[src/rtl/seven_seg_scanner.sv]
// seven_seg_scanner: multiplexed common-anode seven-segment driver with
// per-slot PWM brightness and a frame-aligned double-buffered load path.
// Optional leading-zero blanking is compiled in when SEVEN_SEG_LZB_EN is defined.
// After reset the first slot is a dark lead-in slot, so digit 0 (and the
// first frame_start) arrives DIV cycles after reset release.
module seven_seg_scanner #(
   parameter int N_DIGITS = 8,
   parameter int CLK_HZ   = 100000000,
   parameter int SCAN_HZ  = 1000,
   parameter int BRIGHT_W = 3
) (
   input  logic                  clock,
   input  logic                  reset_n,
   input  logic [4*N_DIGITS-1:0] digits_in,
   input  logic [N_DIGITS-1:0]   points_in,
   input  logic [N_DIGITS-1:0]   blank_in,
   input  logic                  load,
   output logic                  load_ack,
   input  logic [BRIGHT_W-1:0]   brightness,
   output logic [7:0]            cathode,
   output logic [N_DIGITS-1:0]   anode,
   output logic                  frame_start
);

   localparam int DIV = CLK_HZ / SCAN_HZ;
   localparam int CW  = $clog2(DIV);
   localparam int OW  = CW + 1;
   localparam int IW  = $clog2(N_DIGITS);
   localparam logic [CW-1:0] LAST_CNT = CW'(DIV - 1);
   localparam logic [IW-1:0] LAST_IDX = IW'(N_DIGITS - 1);
   localparam logic [OW-1:0] DIV_OW   = OW'(DIV);
   localparam logic [OW-1:0] STEP_OW  = OW'(DIV >> BRIGHT_W);

   // Active-low g..a pattern for a hex nibble.
   function automatic logic [6:0] hex_glyph(input logic [3:0] nib);
      logic [6:0] g;
      case (nib)
         4'h0: g = 7'h40;
         4'h1: g = 7'h79;
         4'h2: g = 7'h24;
         4'h3: g = 7'h30;
         4'h4: g = 7'h19;
         4'h5: g = 7'h12;
         4'h6: g = 7'h02;
         4'h7: g = 7'h78;
         4'h8: g = 7'h00;
         4'h9: g = 7'h10;
         4'hA: g = 7'h08;
         4'hB: g = 7'h03;
         4'hC: g = 7'h46;
         4'hD: g = 7'h21;
         4'hE: g = 7'h06;
         default: g = 7'h0E;
      endcase
      return g;
   endfunction

   logic [CW-1:0]         cnt_q, cnt_d;
   logic [IW-1:0]         idx_q, idx_d;
   logic                  run_q, run_d;
   logic                  pend_q, pend_d;
   logic [4*N_DIGITS-1:0] stg_dig_q, stg_dig_d, shd_dig_q, shd_dig_d;
   logic [N_DIGITS-1:0]   stg_pt_q, stg_pt_d, shd_pt_q, shd_pt_d;
   logic [N_DIGITS-1:0]   stg_bl_q, stg_bl_d, shd_bl_q, shd_bl_d;
   logic [N_DIGITS-1:0]   anode_q, anode_d;
   logic [7:0]            cathode_q, cathode_d;
   logic                  load_ack_q, load_ack_d;
   logic                  frame_start_q, frame_start_d;
   logic                  tick, boundary, commit;
   logic [N_DIGITS-1:0]   lz;
   logic [OW-1:0]         on_cnt;
   logic [3:0]            nib;
   logic                  dark;

   // Slot counter, digit index and load/commit handshake next-state.
   always_comb begin
      tick     = (cnt_q == LAST_CNT);
      // The lead-in tick after reset counts as a frame boundary: digit 0 starts there.
      boundary = tick && (!run_q || (idx_q == LAST_IDX));
      commit   = boundary && pend_q;
      cnt_d    = tick ? '0 : cnt_q + CW'(1);
      idx_d    = idx_q;
      run_d    = run_q;
      if (tick) begin
         run_d = 1'b1;
         if (run_q) idx_d = (idx_q == LAST_IDX) ? '0 : idx_q + IW'(1);
      end
      stg_dig_d = stg_dig_q;
      stg_pt_d  = stg_pt_q;
      stg_bl_d  = stg_bl_q;
      if (load) begin
         stg_dig_d = digits_in;
         stg_pt_d  = points_in;
         stg_bl_d  = blank_in;
      end
      // A load coinciding with a commit re-arms pend for the next frame.
      if (commit)    pend_d = load;
      else if (load) pend_d = 1'b1;
      else           pend_d = pend_q;
      shd_dig_d = commit ? stg_dig_q : shd_dig_q;
      shd_pt_d  = commit ? stg_pt_q  : shd_pt_q;
      shd_bl_d  = commit ? stg_bl_q  : shd_bl_q;
   end

`ifdef SEVEN_SEG_LZB_EN
   logic lz_run;
   // Leading-zero mask: a digit is dark when it and all digits above it are zero.
   always_comb begin
      lz     = '0;
      lz_run = 1'b1;
      for (int i = N_DIGITS - 1; i >= 1; i--) begin
         lz_run = lz_run & (shd_dig_d[4*i +: 4] == 4'h0);
         lz[i]  = lz_run;
      end
   end
`else
   // Leading-zero blanking not built: no digit is masked.
   always_comb lz = '0;
`endif

   // Registered output decode from next-state so outputs line up with cnt_q.
   always_comb begin
      on_cnt = (&brightness) ? DIV_OW : (OW'(brightness) + OW'(1)) * STEP_OW;
      nib    = shd_dig_d[4*int'(idx_d) +: 4];
      dark   = shd_bl_d[idx_d] | lz[idx_d];
      anode_d = '1;
      if (run_d && !dark && ({1'b0, cnt_d} < on_cnt)) anode_d[idx_d] = 1'b0;
      if (!run_d || dark || (cnt_d == '0)) cathode_d = 8'hFF;
      else cathode_d = {~shd_pt_d[idx_d], hex_glyph(nib)};
      load_ack_d    = commit;
      frame_start_d = boundary;
   end

   // State and output registers with asynchronous active-low reset.
   always_ff @(posedge clock or negedge reset_n) begin
      if (!reset_n) begin
         cnt_q         <= '0;
         idx_q         <= '0;
         run_q         <= 1'b0;
         pend_q        <= 1'b0;
         stg_dig_q     <= '0;
         stg_pt_q      <= '0;
         stg_bl_q      <= '0;
         shd_dig_q     <= '0;
         shd_pt_q      <= '0;
         shd_bl_q      <= '0;
         anode_q       <= '1;
         cathode_q     <= 8'hFF;
         load_ack_q    <= 1'b0;
         frame_start_q <= 1'b0;
      end else begin
         cnt_q         <= cnt_d;
         idx_q         <= idx_d;
         run_q         <= run_d;
         pend_q        <= pend_d;
         stg_dig_q     <= stg_dig_d;
         stg_pt_q      <= stg_pt_d;
         stg_bl_q      <= stg_bl_d;
         shd_dig_q     <= shd_dig_d;
         shd_pt_q      <= shd_pt_d;
         shd_bl_q      <= shd_bl_d;
         anode_q       <= anode_d;
         cathode_q     <= cathode_d;
         load_ack_q    <= load_ack_d;
         frame_start_q <= frame_start_d;
      end
   end

   assign anode       = anode_q;
   assign cathode     = cathode_q;
   assign load_ack    = load_ack_q;
   assign frame_start = frame_start_q;

endmodule

[config.mk]
export PLATFORM = sky130hd
export DESIGN_NAME = seven_seg_scanner
export DESIGN_NICKNAME = d
export VERILOG_FILES = /design/src/rtl/seven_seg_scanner.sv
export SDC_FILE = /design/constraint.sdc
export NUM_CORES = 1
export LEC_CHECK = 0
export ABC_AREA = 1
export BUFFER_PORTS_ARGS = -buffer_cell sky130_fd_sc_hd__buf_2
export CAP_MARGIN = 20
export CORE_ASPECT_RATIO = 2
export CORE_UTILIZATION = 54
export CTS_BUF_LIST = sky130_fd_sc_hd__clkbuf_8 sky130_fd_sc_hd__clkbuf_16
export DETAILED_ROUTE_END_ITERATION = 6
export GPL_TIMING_DRIVEN = 0
export PLACE_DENSITY = 0.77
export SETUP_SLACK_MARGIN = 0.02
export SYNTH_ARGS = -nofsm -noshare
export SYNTH_HDL_FRONTEND = slang
export SYNTH_SLANG_ARGS = --single-unit
[constraint.sdc]
create_clock -name clock -period 2.6 [get_ports clock]
set_clock_uncertainty 0.15 [all_clocks]
set_input_delay 0.52 -clock clock [delete_from_list [all_inputs] [get_ports clock]]
set_output_delay 0.52 -clock clock [all_outputs]
set_load 0.01 [all_outputs]
After elaboration in Yosys (flattened, before gate mapping)
Memory sizes are Yosys's and may differ from the RTL's.
Index checks and enable logic that the tools add are counted.
- equal/unequal tests: 2
- multipliers: 1
- bitwise logic cells: 3
- order comparisons: 3
- reduce and logical (&&, ||, !) cells: 14
- shift-type cells: 1
- muxes and demuxes: 20
- add/sub/neg operators: 3
- operators by type and width (operator ; count):
    2-to-1 mux 32 bit ; 1
    2-to-1 mux 8 bit ; 4
    variable part select 32 x 6 -> 4 bit ; 1
    < comparator 17 x 18 -> 1 bit ; 1
    2-to-1 mux 18 bit ; 1
    adder 17 x 1 -> 17 bit (second input constant) ; 1
    equality test 17 bit (second input constant) ; 1
    zero test 17 bit ; 1
    2-to-1 mux 17 bit ; 1
    multiplier 4 x 12 -> 16 bit (second input constant) ; 1
    2-to-1 mux 3 bit ; 3
    inverter 8 bit ; 1
    2-to-1 mux 1 bit ; 7
    binary-select mux 1 bit (select 3 bit) ; 2
    logical AND 1 bit ; 5
    adder 3 x 1 -> 4 bit (second input constant) ; 1
    < comparator 3 x 4 -> 1 bit (second input constant) ; 1
    adder 3 x 1 -> 3 bit (second input constant) ; 1
    demux 1 bit (select 3 bit) ; 1
    equality test 3 bit (second input constant) ; 1
    greater-or-equal comparator 3 x 1 -> 1 bit (second input constant) ; 1
    zero test 1 bit ; 3
    logical OR 1 bit ; 3
    AND reduction 3 bit ; 1
    other kinds (3) ; 3
- bits in registers: 136
- ROM bits: 120
- output and inout port bits: 18
- word-level logic and storage cells: 63
- memories kept: 2
- input port bits: 54
- memories (memory ; words ; bits a word ; read ports ; clocked after Yosys merged registers in ; wr ports ; line ; RTL):
    (no name shown) ; 16 ; 7 ; 1 ; 0 ; 0 ; 37 ; case (nib)
    (no name shown) ; 8 ; 1 ; 1 ; 0 ; 0 ; 125 ; dark = shd_bl_d[idx_d] | lz[idx_d];

Logic depth before layout (Yosys ltp)
- word-level depth: 12
- gate-level depth with buffers: 25
- gate-level depth less buffers: 25

Least setup slack after synthesis
No wires, ideal clock.
- path kind: input to register
- start point: input brightness[0]
- end point: register anode_q[0], in the netlist anode[0]
- library setup time: 0.087 ns
- buffers on the path: 0
- stages on the path: 24
- required time: 2.363 ns
- setup slack: -1.796 ns
- data arrival time: 4.159 ns
- cell sequence: inv_1 > ha_1 > ha_1 > xor2_1 > ha_1 > a21o_1 > ha_1 > nand2_1 > o21ai_0 > inv_1 > o41ai_1 > nand3_1 > a21oi_1 > xor2_1 > nor2_1 > ha_1 > nand2_1 > inv_1 > nand3_1 > nor3b_1 > nand2_1 > nand2_1 > a21oi_4 > nand2_2
- longest elaborated chain between the ends: 6
- elaborated cells on any way between the ends: 7
- those cells by class: add/sub (1); mul (1); order compare (1); mux (2); reduce/logical (2)
- ends and longest elaborated chain (item ; line ; RTL):
    from (decl) ; 19 ; input logic [BRIGHT_W-1:0] brightness,
    adder 3 x 1 -> 4 bit ; 123 ; on_cnt = (&brightness) ? DIV_OW : (OW'(brightness) + OW'(1)) * STEP_OW;
    multiplier 4 x 12 -> 16 bit ; 123 ;
    2-to-1 mux 18 bit (*) ; 123 ;
    < comparator 17 x 18 -> 1 bit (*) ; 127 ; if (run_d && !dark && ({1'b0, cnt_d} < on_cnt)) anode_d[idx_d] = 1'b0;
    logical AND 1 bit (*) ; 127 ;
    2-to-1 mux 8 bit (*) ; 127 ;
    named net anode_d[0] ; 65 ; logic [N_DIGITS-1:0] anode_q, anode_d;
    to (signal assigned) ; 162 ; anode_q <= anode_d;
    to (decl) ; 65 ;
The timed path passes the listed nets; every way through them passes the cells marked *.
A chain may end at the register's enable or synchronous reset.

Worst setup path after layout
- start point: input brightness[0]
- end point: register anode_q[2], in the netlist anode[2]
The elaborated chain is that of the path after synthesis.

==> impl_metrics.prom <==
# TYPE chip_impl_metric gauge
chip_impl_metric{name="cap_violations",unit=""} 0
chip_impl_metric{name="final_layout_size_suffix_gt1_share",unit="%"} 33.57
chip_impl_metric{name="via_per_inst",unit=""} 5.568
chip_impl_metric{name="core_area",unit="sq um"} 13440
chip_impl_info{name="outcome",value="finished, violations left"} 1
chip_impl_metric{name="synth.yosys.warnings",unit=""} 0
chip_impl_metric{name="setup_ws",unit="ns"} -1.329
chip_impl_metric{name="path_max_fanout",unit=""} 8
chip_impl_info{name="cts.root.buffer_cell",value="clkbuf_16"} 1
chip_impl_metric{name="port_buffers",unit=""} 70
chip_impl_metric{name="first_global_vias",unit=""} 7068
chip_impl_metric{name="timing.final.crit_share",unit="%"} 151.1
chip_impl_metric{name="ir_worst_vdd",unit="mV"} 0.6331
chip_impl_metric{name="cts.sinks",unit=""} 136
chip_impl_metric{name="worst_ep_required_time",unit="ns"} 2.78
chip_impl_metric{name="chipWidth",unit="um"} 85.00
chip_impl_info{name="grt_setup_unrepaired",value="yes"} 1
chip_impl_metric{name="clkSlewWorstSetupHoldPaths",unit="ns"} 0.07
chip_impl_metric{name="netlist_instances",unit=""} 948
chip_impl_metric{name="grt_antenna_before_repair",unit=""} 0
chip_impl_metric{name="dieArea",unit="sq um"} 14280
chip_impl_metric{name="chipHeight",unit="um"} 168.0
chip_impl_metric{name="place.gp.congestion",unit=""} 0.9212
chip_impl_metric{name="synth_simple_gate_area_share",unit="%"} 28.74
chip_impl_metric{name="yosysUniqueCellTypes",unit=""} 42
chip_impl_metric{name="drt-total-wl",unit="um"} 22470
chip_impl_metric{name="antenna-diode-count",unit=""} 0
chip_impl_info{name="synth_top_area_cell",value="dfrtp_1"} 1
chip_impl_metric{name="start_util",unit="%"} 55.36
chip_impl_metric{name="slew_headroom",unit="%"} 47.91
chip_impl_metric{name="floorplan.io_pins",unit=""} 72
chip_impl_info{name="tritoncts",value="built"} 1
chip_impl_metric{name="synthMuxAreaShare",unit="%"} 0
chip_impl_metric{name="dpl_cell_area",unit="sq um"} 8188
chip_impl_metric{name="drt_pre_antenna_iters",unit=""} 7
chip_impl_metric{name="detail-route-antenna-nets",unit=""} 0
chip_impl_metric{name="routed-via-count",unit=""} 7083
chip_impl_info{name="worstHoldPathType",value="input pin to flip-flop"} 1
chip_impl_info{name="crit_path_top_delay_cell",value="a21oi_4"} 1
chip_impl_metric{name="peak_clock_frequency_supported_by_timing",unit="MHz"} 254.5
chip_impl_info{name="synth_top_family_by_area",value="simple AND/OR/NAND/NOR gates"} 1
chip_impl_metric{name="placementRows",unit=""} 60
chip_impl_metric{name="area_delta_synth_final",unit="%"} 35.08
chip_impl_metric{name="final_net_count",unit=""} 1200
chip_impl_metric{name="dp_hpwl",unit="um"} 14170
chip_impl_metric{name="pwrdens",unit="nW/um^2"} 514.4
chip_impl_metric{name="cts.path.max_buffers",unit=""} 2
chip_impl_metric{name="synth_area_per_cell",unit="sq um"} 7.848
chip_impl_metric{name="post-place-ws",unit="ns"} -2.109
chip_impl_metric{name="sequential_share_of_the_synthesized_area",unit="%"} 46.01
chip_impl_metric{name="grt_first_pass_wirelength",unit="um"} 34480
chip_impl_metric{name="layout_min_cycle_time",unit="ns"} 3.929
chip_impl_metric{name="synth_cell_area",unit="sq um"} 7440
chip_impl_metric{name="routed_wire_per_std_cell",unit="um"} 17.67
chip_impl_info{name="worst_setup_path_start_kind",value="input pin"} 1
chip_impl_metric{name="grt_start_max_net_pins",unit=""} 98
chip_impl_metric{name="yosys.area_share.adder",unit="%"} 7.064
chip_impl_metric{name="tightest_pin_transition",unit="ns"} 0.7813
chip_impl_metric{name="tritoncts.num_buffers",unit=""} 17
chip_impl_metric{name="top_cell_type_s_share_of_synthesized_area",unit="%"} 40.36
chip_impl_metric{name="postSynthNetCount",unit=""} 1044
chip_impl_metric{name="initialDrtViolationCount",unit=""} 466
chip_impl_metric{name="final-max-slew-violation-count",unit=""} 0
chip_impl_metric{name="clock_tree.htree_level_count",unit=""} 4
chip_impl_metric{name="synthXorXnorAreaFrac",unit="%"} 1.295
chip_impl_metric{name="globalRoute.totalOverflow",unit=""} 0
chip_impl_metric{name="post-route-drc-count",unit=""} 2
chip_impl_info{name="timing_worst_setup_path_type",value="input pin to flip-flop"} 1
chip_impl_metric{name="gr-usage-all-layers",unit="%"} 31.68
chip_impl_info{name="failed_checks",value="DRC, setup timing"} 1
chip_impl_metric{name="finish.instance_area",unit="sq um"} 10050
chip_impl_metric{name="ys_ff_latch",unit=""} 136
chip_impl_metric{name="finalSetupViolCount",unit=""} 16
chip_impl_metric{name="cellLeakagePower",unit="nW"} 5.242
chip_impl_metric{name="timing.hold.ws",unit="ns"} 0.1438
chip_impl_metric{name="critical_path.max_stage_delay",unit="ns"} 0.32
chip_impl_metric{name="timing_hold_violations_final",unit=""} 0
chip_impl_info{name="timing.critical_path.to_type",value="flip-flop"} 1
chip_impl_info{name="synth.area.top_cells",value="dfrtp_1 (40%), nand2_1 (14%), ha_1 (7.1%)"} 1
chip_impl_metric{name="clk-insertion-delay-late",unit="ns"} 0.42
chip_impl_metric{name="synth-compound-area-share",unit="%"} 8.123
chip_impl_metric{name="crit_arrival",unit="ns"} 4.11
==> cells in the final DEF (no fill, tap or decap), types with 23 or more instances in the layout <==
master,Yosys,layout
buf_4,0,49
dfrtp_1,120,118
buf_2,9,68
nand2_2,14,30
nand2_1,269,245
nand3_1,60,42
ha_1,42,23
nor2_1,84,68
inv_1,126,117
o21ai_0,55,42
==> logic make-up after synthesis <==
| logic type | Yosys count |
|---|---|
| adder cells (fa/ha/maj) | 42 |
| flip-flops | 136 |
| XOR/XNOR | 11 |
| AO/OA/AOI/OAI | 111 |
| AND/OR/NAND/NOR | 480 |
| buffers and inverters | 168 |
==> per-stage QoR <==
step	std cells	total power [mW]	setup TNS, ns	utilization, %
final	1272	5.170	-13.21	74.79
after global placement	1173	2.692	-136.16	60.68
after CTS	1252	5.072	-12.10	70.85
after floorplan	948	2.527	-11.33	-
after detailed placement	1174	2.713	-20.13	60.93
after global routing	1272	5.342	-15.65	74.79
==> per-layer routing <==
metal | routed length [um] | part of all wire, % | vias to the layer above | global-route usage, %
li1 | - | - | 3311 | -
met2 | 12490 | 56 | 304 | 59.40
met1 | 7450 | 33 | 3363 | 31.43
met5 | 0 | 0 | - | 0
met3 | 915 | 4.1 | 105 | 4.608
met4 | 1615 | 7.2 | 0 | 21.08
==> path summary, 6_finish.rpt <==
check	startpoint	cells after the start	to	slack, ns
worst max-delay path	brightness[0]	26	anode[2]	-1.33
worst min-delay path	digits_in[18]	3	stg_dig_q[18]	0.14
worst max register to register	cnt_q[1]	19	cathode[3]	-0.43
worst min register to register	shd_dig_q[7]	2	shd_dig_q[7]	0.32
max in group asynchronous	reset_n	3	cnt_q[0]	1.02
min in group asynchronous	reset_n	2	stg_bl_q[4]	0.43
==> sequential cells by signal (all words and copies together) (netlist names) <==
name         cells
shd_dig_q       32
stg_dig_q       32
frame_start      1
idx_q            3
load_ack         1
shd_pt_q         8
cnt_q           17
shd_bl_q         8
stg_bl_q         8
pend_q           1
anode            8
stg_pt_q         8
cathode          8
run_q            1
==> cell type report <==
type,count,area [sq um]
clock buffers,18,439.2
plain buffers,25,190.2
repair buffers,136,970.9
inverters,143,560.5
fillers,924,3388
clock inverters,14,137.6
flip-flops and latches,136,3426
multi-input cells,645,4131
well taps,155,193.9
==> critical path, delay by kind of cell <==
kind | cells | cell delay [ns]
compound gates | 7 | 1.16
fa+ha+maj | 5 | 1.16
simple gates | 10 | 0.92
buf+inv | 3 | 0.24
xor+xnor | 1 | 0.14
==> report_power, final <==
group          switching, mW  internal [mW]
Sequential            0.0325           2.18
Combinational          0.353          0.233
Clock                   1.00           1.36
==> synthesized netlist by cell type, drive strengths merged <==
cell,number
o21bai,1
nand3,67
a21o,1
a31o,1
o21ai,82
a21oi,20
xnor2,1
nor2,95
o21a,1
inv,141
nor3,7
clkinv,2
nor3b,1
nor4,2
buf,10
or2,3
o31ai,1
dfstp,16
clkbuf,15
a211oi,1
o22ai,2
dfrtp,120
nand4,18
nand2,286
xor2,10
ha,42
or3,1
o41ai,1
==> repair_timing <==
action                                 CTS  global route
resized for setup                       91           100
pin swaps                               44            46
endpoints found under the hold margin   38             0
hold buffers                             1             0
setup endpoints to repair               16            16
buffers inserted                        43            24
cloned                                   2             0
Power figures use the tool's default switching activity.
